[src/rtl/router_pkg.sv]
// Shared router definitions: default geometry, controller state encoding and
// the Moore decode that turns a state into its strobe outputs.
package router_pkg;

   localparam int NUM_CH_DEF = 3;
   localparam int ADDR_W_DEF = 2;
   localparam int CNT_W_DEF  = 8;

   typedef enum logic [3:0] {
      DECODE_ADDRESS     = 4'd0,
      LOAD_FIRST_DATA    = 4'd1,
      LOAD_DATA          = 4'd2,
      FIFO_FULL_STATE    = 4'd3,
      LOAD_AFTER_FULL    = 4'd4,
      LOAD_PARITY        = 4'd5,
      CHECK_PARITY_ERROR = 4'd6,
      WAIT_TILL_EMPTY    = 4'd7,
      DROP_PACKET        = 4'd8
   } state_t;

   typedef struct packed {
      logic write_enb_reg;
      logic detect_add;
      logic lfd_state;
      logic ld_state;
      logic laf_state;
      logic full_state;
      logic rst_int_reg;
      logic busy;
      logic drop_state;
   } fsm_out_t;

   // busy stays low only where the source may keep streaming bytes
   function automatic fsm_out_t decode_state(state_t s);
      fsm_out_t o;
      o               = '0;
      o.detect_add    = (s == DECODE_ADDRESS);
      o.lfd_state     = (s == LOAD_FIRST_DATA);
      o.ld_state      = (s == LOAD_DATA);
      o.full_state    = (s == FIFO_FULL_STATE);
      o.laf_state     = (s == LOAD_AFTER_FULL);
      o.rst_int_reg   = (s == CHECK_PARITY_ERROR);
      o.drop_state    = (s == DROP_PACKET);
      o.write_enb_reg = (s == LOAD_DATA) || (s == LOAD_PARITY) || (s == LOAD_AFTER_FULL);
      o.busy          = !((s == DECODE_ADDRESS) || (s == LOAD_DATA) || (s == DROP_PACKET));
      return o;
   endfunction

endpackage

[src/rtl/router_ctrl_fsm_if.sv]
// Handshake bundle between the router controller and its source / FIFO /
// register neighbours. master drives the controller inputs, slave is the FSM.
interface router_ctrl_fsm_if import router_pkg::*; #(
   parameter int NUM_CH = NUM_CH_DEF,
   parameter int ADDR_W = ADDR_W_DEF,
   parameter int CNT_W  = CNT_W_DEF
) ();

   logic              pkt_valid;
   logic [ADDR_W-1:0] data_in;
   logic              fifo_full;
   logic [NUM_CH-1:0] fifo_empty;
   logic [NUM_CH-1:0] soft_reset;
   logic              parity_done;
   logic              low_pkt_valid;

   logic              write_enb_reg;
   logic              detect_add;
   logic              lfd_state;
   logic              ld_state;
   logic              laf_state;
   logic              full_state;
   logic              rst_int_reg;
   logic              busy;
   logic              drop_state;
   logic [NUM_CH-1:0] dest_sel;
   logic [CNT_W-1:0]  drop_cnt;

   modport master (
      output pkt_valid, data_in, fifo_full, fifo_empty, soft_reset, parity_done, low_pkt_valid,
      input  write_enb_reg, detect_add, lfd_state, ld_state, laf_state, full_state,
             rst_int_reg, busy, drop_state, dest_sel, drop_cnt
   );

   modport slave (
      input  pkt_valid, data_in, fifo_full, fifo_empty, soft_reset, parity_done, low_pkt_valid,
      output write_enb_reg, detect_add, lfd_state, ld_state, laf_state, full_state,
             rst_int_reg, busy, drop_state, dest_sel, drop_cnt
   );

endinterface

[src/rtl/router_ctrl_fsm.sv]
// Router write-side controller: decodes the header address, sequences the
// payload/parity load into the selected FIFO and counts dropped packets.
module router_ctrl_fsm import router_pkg::*; #(
   parameter int NUM_CH = NUM_CH_DEF,
   parameter int ADDR_W = ADDR_W_DEF,
   parameter int CNT_W  = CNT_W_DEF
) (
   input  logic                clock,
   input  logic                resetn,
   router_ctrl_fsm_if.slave    bus
);

   state_t            state_q, state_d;
   logic [NUM_CH-1:0] dest_sel_q, dest_sel_d;
   logic [CNT_W-1:0]  drop_cnt_q, drop_cnt_d;
   logic [NUM_CH-1:0] addr_oh;
   logic              addr_ok;
   logic              addr_empty;
   logic              dest_empty;
   logic              dest_soft_rst;
   fsm_out_t          out_c;

   // An address beyond NUM_CH yields an all-zero one-hot, which doubles as
   // the out-of-range detect without a magnitude compare.
   always_comb begin
      addr_oh = '0;
      for (int i = 0; i < NUM_CH; i++) addr_oh[i] = (bus.data_in == ADDR_W'(i));
   end

   assign addr_ok       = |addr_oh;
   assign addr_empty    = |(addr_oh & bus.fifo_empty);
   assign dest_empty    = |(dest_sel_q & bus.fifo_empty);
   assign dest_soft_rst = |(dest_sel_q & bus.soft_reset);

   always_ff @(posedge clock or negedge resetn) begin
      if (!resetn) state_q <= DECODE_ADDRESS;
      else         state_q <= state_d;
   end

   always_comb begin
      state_d = state_q;
      unique case (state_q)
         DECODE_ADDRESS: begin
            if (bus.pkt_valid) begin
               if (!addr_ok)       state_d = DROP_PACKET;
               else if (addr_empty) state_d = LOAD_FIRST_DATA;
               else                state_d = WAIT_TILL_EMPTY;
            end
         end
         LOAD_FIRST_DATA: state_d = LOAD_DATA;
         LOAD_DATA: begin
            if (bus.fifo_full)       state_d = FIFO_FULL_STATE;
            else if (!bus.pkt_valid) state_d = LOAD_PARITY;
         end
         FIFO_FULL_STATE: begin
            if (!bus.fifo_full) state_d = LOAD_AFTER_FULL;
         end
         LOAD_AFTER_FULL: begin
            if (bus.parity_done)        state_d = DECODE_ADDRESS;
            else if (bus.low_pkt_valid) state_d = LOAD_PARITY;
            else                        state_d = LOAD_DATA;
         end
         LOAD_PARITY: state_d = CHECK_PARITY_ERROR;
         CHECK_PARITY_ERROR: begin
            if (bus.fifo_full) state_d = FIFO_FULL_STATE;
            else               state_d = DECODE_ADDRESS;
         end
         WAIT_TILL_EMPTY: begin
            if (dest_empty) state_d = LOAD_FIRST_DATA;
         end
         DROP_PACKET: begin
            if (!bus.pkt_valid) state_d = DECODE_ADDRESS;
         end
         default: state_d = DECODE_ADDRESS;
      endcase
      // A read-side timeout on our channel aborts the packet wherever it is.
      if (dest_soft_rst && (state_q != DECODE_ADDRESS) && (state_q != DROP_PACKET))
         state_d = DECODE_ADDRESS;
   end

   always_comb begin
      out_c             = decode_state(state_q);
      bus.write_enb_reg = out_c.write_enb_reg;
      bus.detect_add    = out_c.detect_add;
      bus.lfd_state     = out_c.lfd_state;
      bus.ld_state      = out_c.ld_state;
      bus.laf_state     = out_c.laf_state;
      bus.full_state    = out_c.full_state;
      bus.rst_int_reg   = out_c.rst_int_reg;
      bus.busy          = out_c.busy;
      bus.drop_state    = out_c.drop_state;
   end

   always_comb begin
      dest_sel_d = dest_sel_q;
      drop_cnt_d = drop_cnt_q;
      if ((state_q == DECODE_ADDRESS) && bus.pkt_valid) begin
         if (addr_ok)           dest_sel_d = addr_oh;
         else if (~&drop_cnt_q) drop_cnt_d = drop_cnt_q + CNT_W'(1);
      end
   end

   always_ff @(posedge clock or negedge resetn) begin
      if (!resetn) begin
         dest_sel_q <= '0;
         drop_cnt_q <= '0;
      end else begin
         dest_sel_q <= dest_sel_d;
         drop_cnt_q <= drop_cnt_d;
      end
   end

   assign bus.dest_sel = dest_sel_q;
   assign bus.drop_cnt = drop_cnt_q;

endmodule

[src/flat_wrapper.sv]
// flat-port wrapper written by rule: the top's interface ports become plain ports
module router_ctrl_fsm_flat import router_pkg::*;
#(
   parameter int NUM_CH = NUM_CH_DEF,
   parameter int ADDR_W = ADDR_W_DEF,
   parameter int CNT_W  = CNT_W_DEF
)
  (clock, resetn, bus_pkt_valid, bus_data_in, bus_fifo_full, bus_fifo_empty, bus_soft_reset, bus_parity_done, bus_low_pkt_valid, bus_write_enb_reg, bus_detect_add, bus_lfd_state, bus_ld_state, bus_laf_state, bus_full_state, bus_rst_int_reg, bus_busy, bus_drop_state, bus_dest_sel, bus_drop_cnt);
  router_ctrl_fsm_if #(.NUM_CH(NUM_CH), .ADDR_W(ADDR_W), .CNT_W(CNT_W)) bus_i ();
  input  logic clock;
  input  logic resetn;
  input wire logic [$bits(bus_i.pkt_valid)-1:0] bus_pkt_valid;
  input wire logic [$bits(bus_i.data_in)-1:0] bus_data_in;
  input wire logic [$bits(bus_i.fifo_full)-1:0] bus_fifo_full;
  input wire logic [$bits(bus_i.fifo_empty)-1:0] bus_fifo_empty;
  input wire logic [$bits(bus_i.soft_reset)-1:0] bus_soft_reset;
  input wire logic [$bits(bus_i.parity_done)-1:0] bus_parity_done;
  input wire logic [$bits(bus_i.low_pkt_valid)-1:0] bus_low_pkt_valid;
  output wire logic [$bits(bus_i.write_enb_reg)-1:0] bus_write_enb_reg;
  output wire logic [$bits(bus_i.detect_add)-1:0] bus_detect_add;
  output wire logic [$bits(bus_i.lfd_state)-1:0] bus_lfd_state;
  output wire logic [$bits(bus_i.ld_state)-1:0] bus_ld_state;
  output wire logic [$bits(bus_i.laf_state)-1:0] bus_laf_state;
  output wire logic [$bits(bus_i.full_state)-1:0] bus_full_state;
  output wire logic [$bits(bus_i.rst_int_reg)-1:0] bus_rst_int_reg;
  output wire logic [$bits(bus_i.busy)-1:0] bus_busy;
  output wire logic [$bits(bus_i.drop_state)-1:0] bus_drop_state;
  output wire logic [$bits(bus_i.dest_sel)-1:0] bus_dest_sel;
  output wire logic [$bits(bus_i.drop_cnt)-1:0] bus_drop_cnt;
  assign bus_i.pkt_valid = bus_pkt_valid;
  assign bus_i.data_in = bus_data_in;
  assign bus_i.fifo_full = bus_fifo_full;
  assign bus_i.fifo_empty = bus_fifo_empty;
  assign bus_i.soft_reset = bus_soft_reset;
  assign bus_i.parity_done = bus_parity_done;
  assign bus_i.low_pkt_valid = bus_low_pkt_valid;
  assign bus_write_enb_reg = bus_i.write_enb_reg;
  assign bus_detect_add = bus_i.detect_add;
  assign bus_lfd_state = bus_i.lfd_state;
  assign bus_ld_state = bus_i.ld_state;
  assign bus_laf_state = bus_i.laf_state;
  assign bus_full_state = bus_i.full_state;
  assign bus_rst_int_reg = bus_i.rst_int_reg;
  assign bus_busy = bus_i.busy;
  assign bus_drop_state = bus_i.drop_state;
  assign bus_dest_sel = bus_i.dest_sel;
  assign bus_drop_cnt = bus_i.drop_cnt;
  router_ctrl_fsm #(.NUM_CH(NUM_CH), .ADDR_W(ADDR_W), .CNT_W(CNT_W)) u_core (.clock(clock), .resetn(resetn), .bus(bus_i));
endmodule
[config.mk]
export PLATFORM = sky130hd
export DESIGN_NAME = router_ctrl_fsm_flat
export DESIGN_NICKNAME = d
export VERILOG_FILES = /design/src/rtl/router_pkg.sv /design/src/rtl/router_ctrl_fsm_if.sv /design/src/rtl/router_ctrl_fsm.sv /design/src/flat_wrapper.sv
export SDC_FILE = /design/constraint.sdc
export NUM_CORES = 1
export LEC_CHECK = 0
export ABC_CLOCK_PERIOD_IN_PS = 4800
export CORE_MARGIN = 2
export CORE_UTILIZATION = 40
export CTS_CLUSTER_SIZE = 25
export DETAILED_ROUTE_END_ITERATION = 8
export PLACE_DENSITY = 0.75
export SKIP_LAST_GASP = 1
export SLEW_MARGIN = 10
export SYNTH_ARGS = -nofsm -noshare
export SYNTH_HDL_FRONTEND = slang
export SYNTH_SLANG_ARGS = --single-unit
export TNS_END_PERCENT = 100
[constraint.sdc]
create_clock -name clock -period 4.8 [get_ports clock]
set_clock_uncertainty 0.1 [all_clocks]
set_input_delay 0.48 -clock clock [delete_from_list [all_inputs] [get_ports clock]]
set_output_delay 0.48 -clock clock [all_outputs]
set_load 0.05 [all_outputs]
=== Word-level counts from Yosys, hierarchy flattened ===
Cells that the tools add are included.

* $mul: 0
* Order comparisons: 0
* Muxes and demuxes: 13
* Equality and inequality tests: 16
* $add $sub $neg: 1
* Reductions and logical operators: 19
* Bitwise operators: 5
* Shifts and indexed selects: 0
* Div/mod/pow operators: 0

{| class="wikitable"
|+ Operators by type and width
! cell !! number
|-
| 2-to-1 mux 4 bit || 9
|-
| one-hot mux 4 bit (9 select lines) || 1
|-
| == test 4 x 3 -> 1 bit (second input constant) || 4
|-
| OR reduction 3 bit || 4
|-
| AND 3 bit || 3
|-
| != test 3 x 2 -> 1 bit (second input constant) || 3
|-
| adder 8 x 1 -> 8 bit (second input constant) || 1
|-
| == test 4 x 2 -> 1 bit (second input constant) || 2
|-
| AND reduction 8 bit || 1
|-
| 2-to-1 mux 3 bit || 2
|-
| AND reduction 5 bit || 1
|-
| == test 4 x 1 -> 1 bit (second input constant) || 1
|-
| == test 4 bit (second input constant) || 1
|-
| logical NOT 4 bit || 1
|-
| logical OR 1 bit || 4
|-
| != test 4 x 3 -> 1 bit (second input constant) || 1
|-
| != test 4 bit (second input constant) || 1
|-
| nonzero test 4 bit || 1
|-
| logical AND 1 bit || 3
|-
| != test 3 x 1 -> 1 bit (second input constant) || 1
|-
| AND reduction 3 bit || 1
|-
| == test 2 x 1 -> 1 bit (second input constant) || 1
|-
| == test 2 bit (second input constant) || 1
|-
| logical NOT 2 bit || 1
|-
| other kinds (4) || 5
|}

* Memories: 0
* Output and inout port bits: 20
* Bits in latches: 0
* Bits in registers: 15
* Bits in writable memories: 0
* Bits in read-only memories: 0

=== Depth between registers and ports, before layout ===
* Word-level depth: 8
* Mapped depth: 6
* Depth with buffers taken out: 6

=== Least setup slack after synthesis ===
Ideal clock, no wire load.

* Kind: reg-to-reg
* Start point: reg u_core.state_q[0]
* End point: reg u_core.state_q[1]
* Library setup time: 0.128 ns
* Buffers on the path: 1
* Arrival time: 2.476 ns
* Data required time: 4.572 ns
* Cell stages (with the launch flop): 7
* Slack: 2.096 ns
* Cell sequence: dfrtp_1 -> buf_2 -> nand2_1 -> nor3_1 -> a32oi_1 -> o21ai_0 -> mux2_1

* Elaborated cells between the ends (all ways): 21
* Classes of those cells: 14 x eq/ne; 2 x mux; 5 x reduce/logical

{| class="wikitable"
|+ RTL lines
! element !! line !! text
|-
| start: declaration || router_ctrl_fsm.sv:13 || <nowiki>state_t state_q, state_d;</nowiki>
|-
| start signal: assignment || router_ctrl_fsm.sv:37 || <nowiki>else state_q <= state_d;</nowiki>
|-
| == test 4 x 2 -> 1 bit (*) || - ||
|-
| net bus_full_state || flat_wrapper.sv:24 || <nowiki>output wire logic [$bits(bus_i.full_state)-1:0] bus_full_state;</nowiki>
|-
| one-hot mux 4 bit (9 select lines) or != test 3 x 2 -> 1 bit (tied branches) || - ||
|-
| 2-to-1 mux 4 bit or AND reduction 5 bit (tied branches) || - ||
|}

Mark *: on every way through the listed nets, which the timed path passes. The rest lies on a longest branch.
A chain may end at the register's enable or synchronous reset.

=== Final worst setup path ===
* Start point: reg u_core.state_q[1]
* End point: out bus_write_enb_reg

* Longest elaborated chain between the ends: 3
* Elaborated cells between the ends (all ways): 5
* Classes of those cells: 3 x eq/ne; 2 x reduce/logical

{| class="wikitable"
|+ RTL lines
! element !! line !! text
|-
| == test 4 x 2 -> 1 bit or == test 4 x 3 -> 1 bit (tied branches) || router_pkg.sv:44 || <nowiki>o.write_enb_reg = (s == LOAD_DATA) || (s == LOAD_PARITY) || (s == LOAD_AFTER_FULL);</nowiki>
|-
| logical OR 1 bit || router_pkg.sv:44 ||
|-
| logical OR 1 bit (*) || router_pkg.sv:44 ||
|-
| end: declaration || flat_wrapper.sv:19 || <nowiki>output wire logic [$bits(bus_i.write_enb_reg)-1:0] bus_write_enb_reg;</nowiki>
|}

Every way passes the cells marked *; elsewhere a longest branch is shown, timed or not.

==> results.yml <==
setup_path:
  arrival_ns: 2.35
  max_stage_delay_ns: 0.81
  critical_path_buf_inv_count: 1
  cp-start-kind: "flop"
  timing.rr.end: "u_core.bus.drop_cnt[5]$_DFFE_PN0P_"
  r2r-start: "u_core.state_q[1]$_DFFE_PN0P_"
  cp.required_ns: 4.22
  slowest_stage: "clkdlybuf4s50_1"
  worst-path-stages: 4
  critPathCaptureType: "output pin"
  cp_cell_sequence: "nand2b_1 > mux2_2 > nor2_1 > clkdlybuf4s50_1"
  path_max_fanout: 15
  reg2regPathDepth: 5
  r2r_slack_ns: 2.76
  path_delay_family: "buffers and inverters"
  worstSetupPathType: "flop to output pin"
cts:
  clk_pin_slew_ns: 0.10
  cts_buffers: 3
  clk-insertion-delay-late_ns: 0.29
  post_cts_buffers: 0
  clockBufferDepth: 2
  cts_hold_buf: 0
  cts_max_level: 1
  cts.sinks: 15
  cts_tree: "built"
  clockRootBuffer: "clkbuf_4"
  cts_resized: 0
sta:
  slew_headroom_pct: 54.1
  finalHoldViolCount: 0
  fmax_ghz: 0.342
  setup_viol: 0
  period_needed_ns: 2.93
  worstMarginPinSlew_ns: 0.686
  rsz0062_at_grt: "no"
  finalMaxSlewViolations: 0
  fin_tns_setup_ns: 0
  post-route-period-util_pct: 61.0
pwr:
  p_leak_nw: 0.556
  powerDensity_nw_per_um2: 628
  ir_worst_vdd_v: 0.000572
synth:
  async_flop_share_pct: 100
  ys_seq_area_share_pct: 38.0
  synth.net_count: 122
  avgSynthCellArea_um2: 9.23
  ys_ff_latch: 15
  synthMuxAreaShare_pct: 7.48
  synth_top_cell_by_area: "dfrtp_1"
  yosys.area_share.simple_pct: 24.6
  ys_top_cells_by_area: "dfrtp_1 (38%), nor2_1 (4.9%), mux2i_1 (4.1%)"
  ys.flop_type: "dfrtp_1"
  synthAdderAreaFrac_pct: 1.27
  yosysTopAreaCellShare_pct: 38.0
  synthesis.area_um2: 987
  ys_types: 40
  synth_warnings: 0
  synthTopCellsByCount: "dfrtp_1 (15), nor2_1 (13), nand2_1 (10)"
  yosysMostFrequentCell: "dfrtp_1"
  synthCells: 107
  synth-compound-area-share_pct: 19.0
  synth_xor_area_share_pct: 6.21
  synth_edf_count: 0
  synth_top_family_by_area: "simple AND/OR/NAND/NOR gates"
run:
  drv_cap: 0
detailed_routing:
  drt-wirelength-per-cell_um: 14.2
  dr.pass1.iters: 4
  ant_nets: 0
  drc_errors: 0
  vias: 932
  drtIter0Drc: 26
  vias_per_cell: 5.48
  wirelength_mm: 2.42
layout:
  antennaDiodeCount: 0
  num-nets-final: 156
  syn2layout_area_growth_pct: 38.1
  drive_above_1_share_pct: 7.86
  nFillCells: 225
  final_cells: 170
floorplan:
  chipWidth_um: 53.7
  start_util_pct: 41.0
  rows: 18
  die_y_um: 53.7
  fp.dieArea_um2: 2880
  ios: 34
  coreArea_um2: 2410
global_routing:
  grt_pass1_wl_mm: 4.26
  grt_overflow_total: 0
  grt_usage_pct: 20.3
  antenna_found_initial: 0
  grt_max_degree: 16
  grt_pass1_vias: 965
min_path:
  hold_path.class: "flop to flop"
  min_path_cells: 1
  hold_path_end: "u_core.bus.drop_cnt[7]$_DFFE_PN0P_"
  worstHoldStart: "u_core.bus.drop_cnt[7]$_DFFE_PN0P_"
place:
  hpwl_mm: 1.85
  port-buffer-count: 33
  dp_cells: 166
  gp_congestion: 0.863
status:
  outcome: "finished clean"
==> flip-flops by register name, indices dropped and copies added, names as in the netlist <==
signal and flops:
u_core.bus.dest_sel 3, u_core.state_q 4, u_core.bus.drop_cnt 8
==> layout make-up <==
cell class	instances	area (µm²)	area share [%]
repair buffers	33	330	24.2
inverters	4	15.0	1.10
clock inverters	1	5.00	0.367
multi-input cells	84	578	42.4
well taps	30	37.5	2.75
flip-flops and latches	15	375	27.5
clock buffers	3	22.5	1.65
==> routing by layer <==
metal  vias up  GRT usage (%)  wire, µm
li1        454              -         -
met1       442           25.5      1080
met2        32           34.3      1170
met3         4           4.72       144
met4         0           5.98        23
met5         -              0         0
==> worst register-to-register path, stage by stage (launching register included) <==
cell and delay (ns):
dfrtp_1 0.58, nor4_4 0.53, o2111ai_4 0.27, nor2_2 0.20, nand3_1 0.11, xnor2_1 0.14
==> through the flow <==
stage	util, %	hold slack (ns)	power (mW)	worst slack [ns]	area, µm²
3_5_place_dp	55.5	0.384	0.783	2.21	1340
5_1_grt	56.6	0.412	0.917	1.74	1360
6_report	56.6	0.398	0.856	1.87	1360
4_1_cts	56.6	0.400	0.860	1.88	1360
2_1_floorplan	-	0.0844	0.618	2.10	987
3_3_place_gp	55.5	0.382	0.772	2.26	1340
==> how the worst max path moves through the flow <==
| stage | endpoint | slack, ns | from |
|---|---|---|---|
| 4_1_cts | bus_write_enb_reg | 1.88 | u_core.state_q[1]$_DFFE_PN0P_ |
| 3_3_place_gp | bus_write_enb_reg | 2.26 | u_core.state_q[1]$_DFFE_PN0P_ |
| 6_report | bus_write_enb_reg | 1.87 | u_core.state_q[1]$_DFFE_PN0P_ |
| 3_5_place_dp | bus_write_enb_reg | 2.21 | u_core.state_q[1]$_DFFE_PN0P_ |
| 5_1_grt | bus_write_enb_reg | 1.74 | u_core.state_q[1]$_DFFE_PN0P_ |
| 2_1_floorplan | u_core.state_q[1]$_DFFE_PN0P_ | 2.10 | u_core.state_q[0]$_DFFE_PN0P_ |
==> power by group <==
group | switching [mW] | total (mW) | internal (mW) | leakage (nW)
clock network | 0.0440 | 0.0749 | 0.0310 | 0.0177
logic | 0.333 | 0.539 | 0.205 | 0.342
registers | 0.0783 | 0.242 | 0.164 | 0.196
total | 0.456 | 0.856 | 0.401 | 0.556
==> kinds of logic after synthesis <==
kind of cell,Yosys count
buf+inv,8
compound gates,23
xor+xnor,7
flops,15
fa+ha+maj,1
simple gates,46
mux,7
==> cells in the final DEF, fill, tap and decap left out, types with 2 or more instances in the layout <==
| cell | n |
|---|---|
| nand2b_1 | 3 |
| nor2_2 | 2 |
| xor2_1 | 3 |
| mux2i_1 | 4 |
| clkdlybuf4s50_1 | 33 |
| o22a_1 | 2 |
| a21oi_1 | 4 |
| nor3_1 | 4 |
| nand3_1 | 4 |
| clkbuf_4 | 3 |
| nand4_1 | 2 |
| xnor2_1 | 4 |
| o21ai_0 | 3 |
| nor2_1 | 13 |
| o211ai_1 | 2 |
| nor3b_1 | 2 |
| mux2_2 | 2 |
| nand2_1 | 10 |
| dfrtp_1 | 15 |
| inv_1 | 4 |
Note: power is estimated with default switching activity, not from simulation.
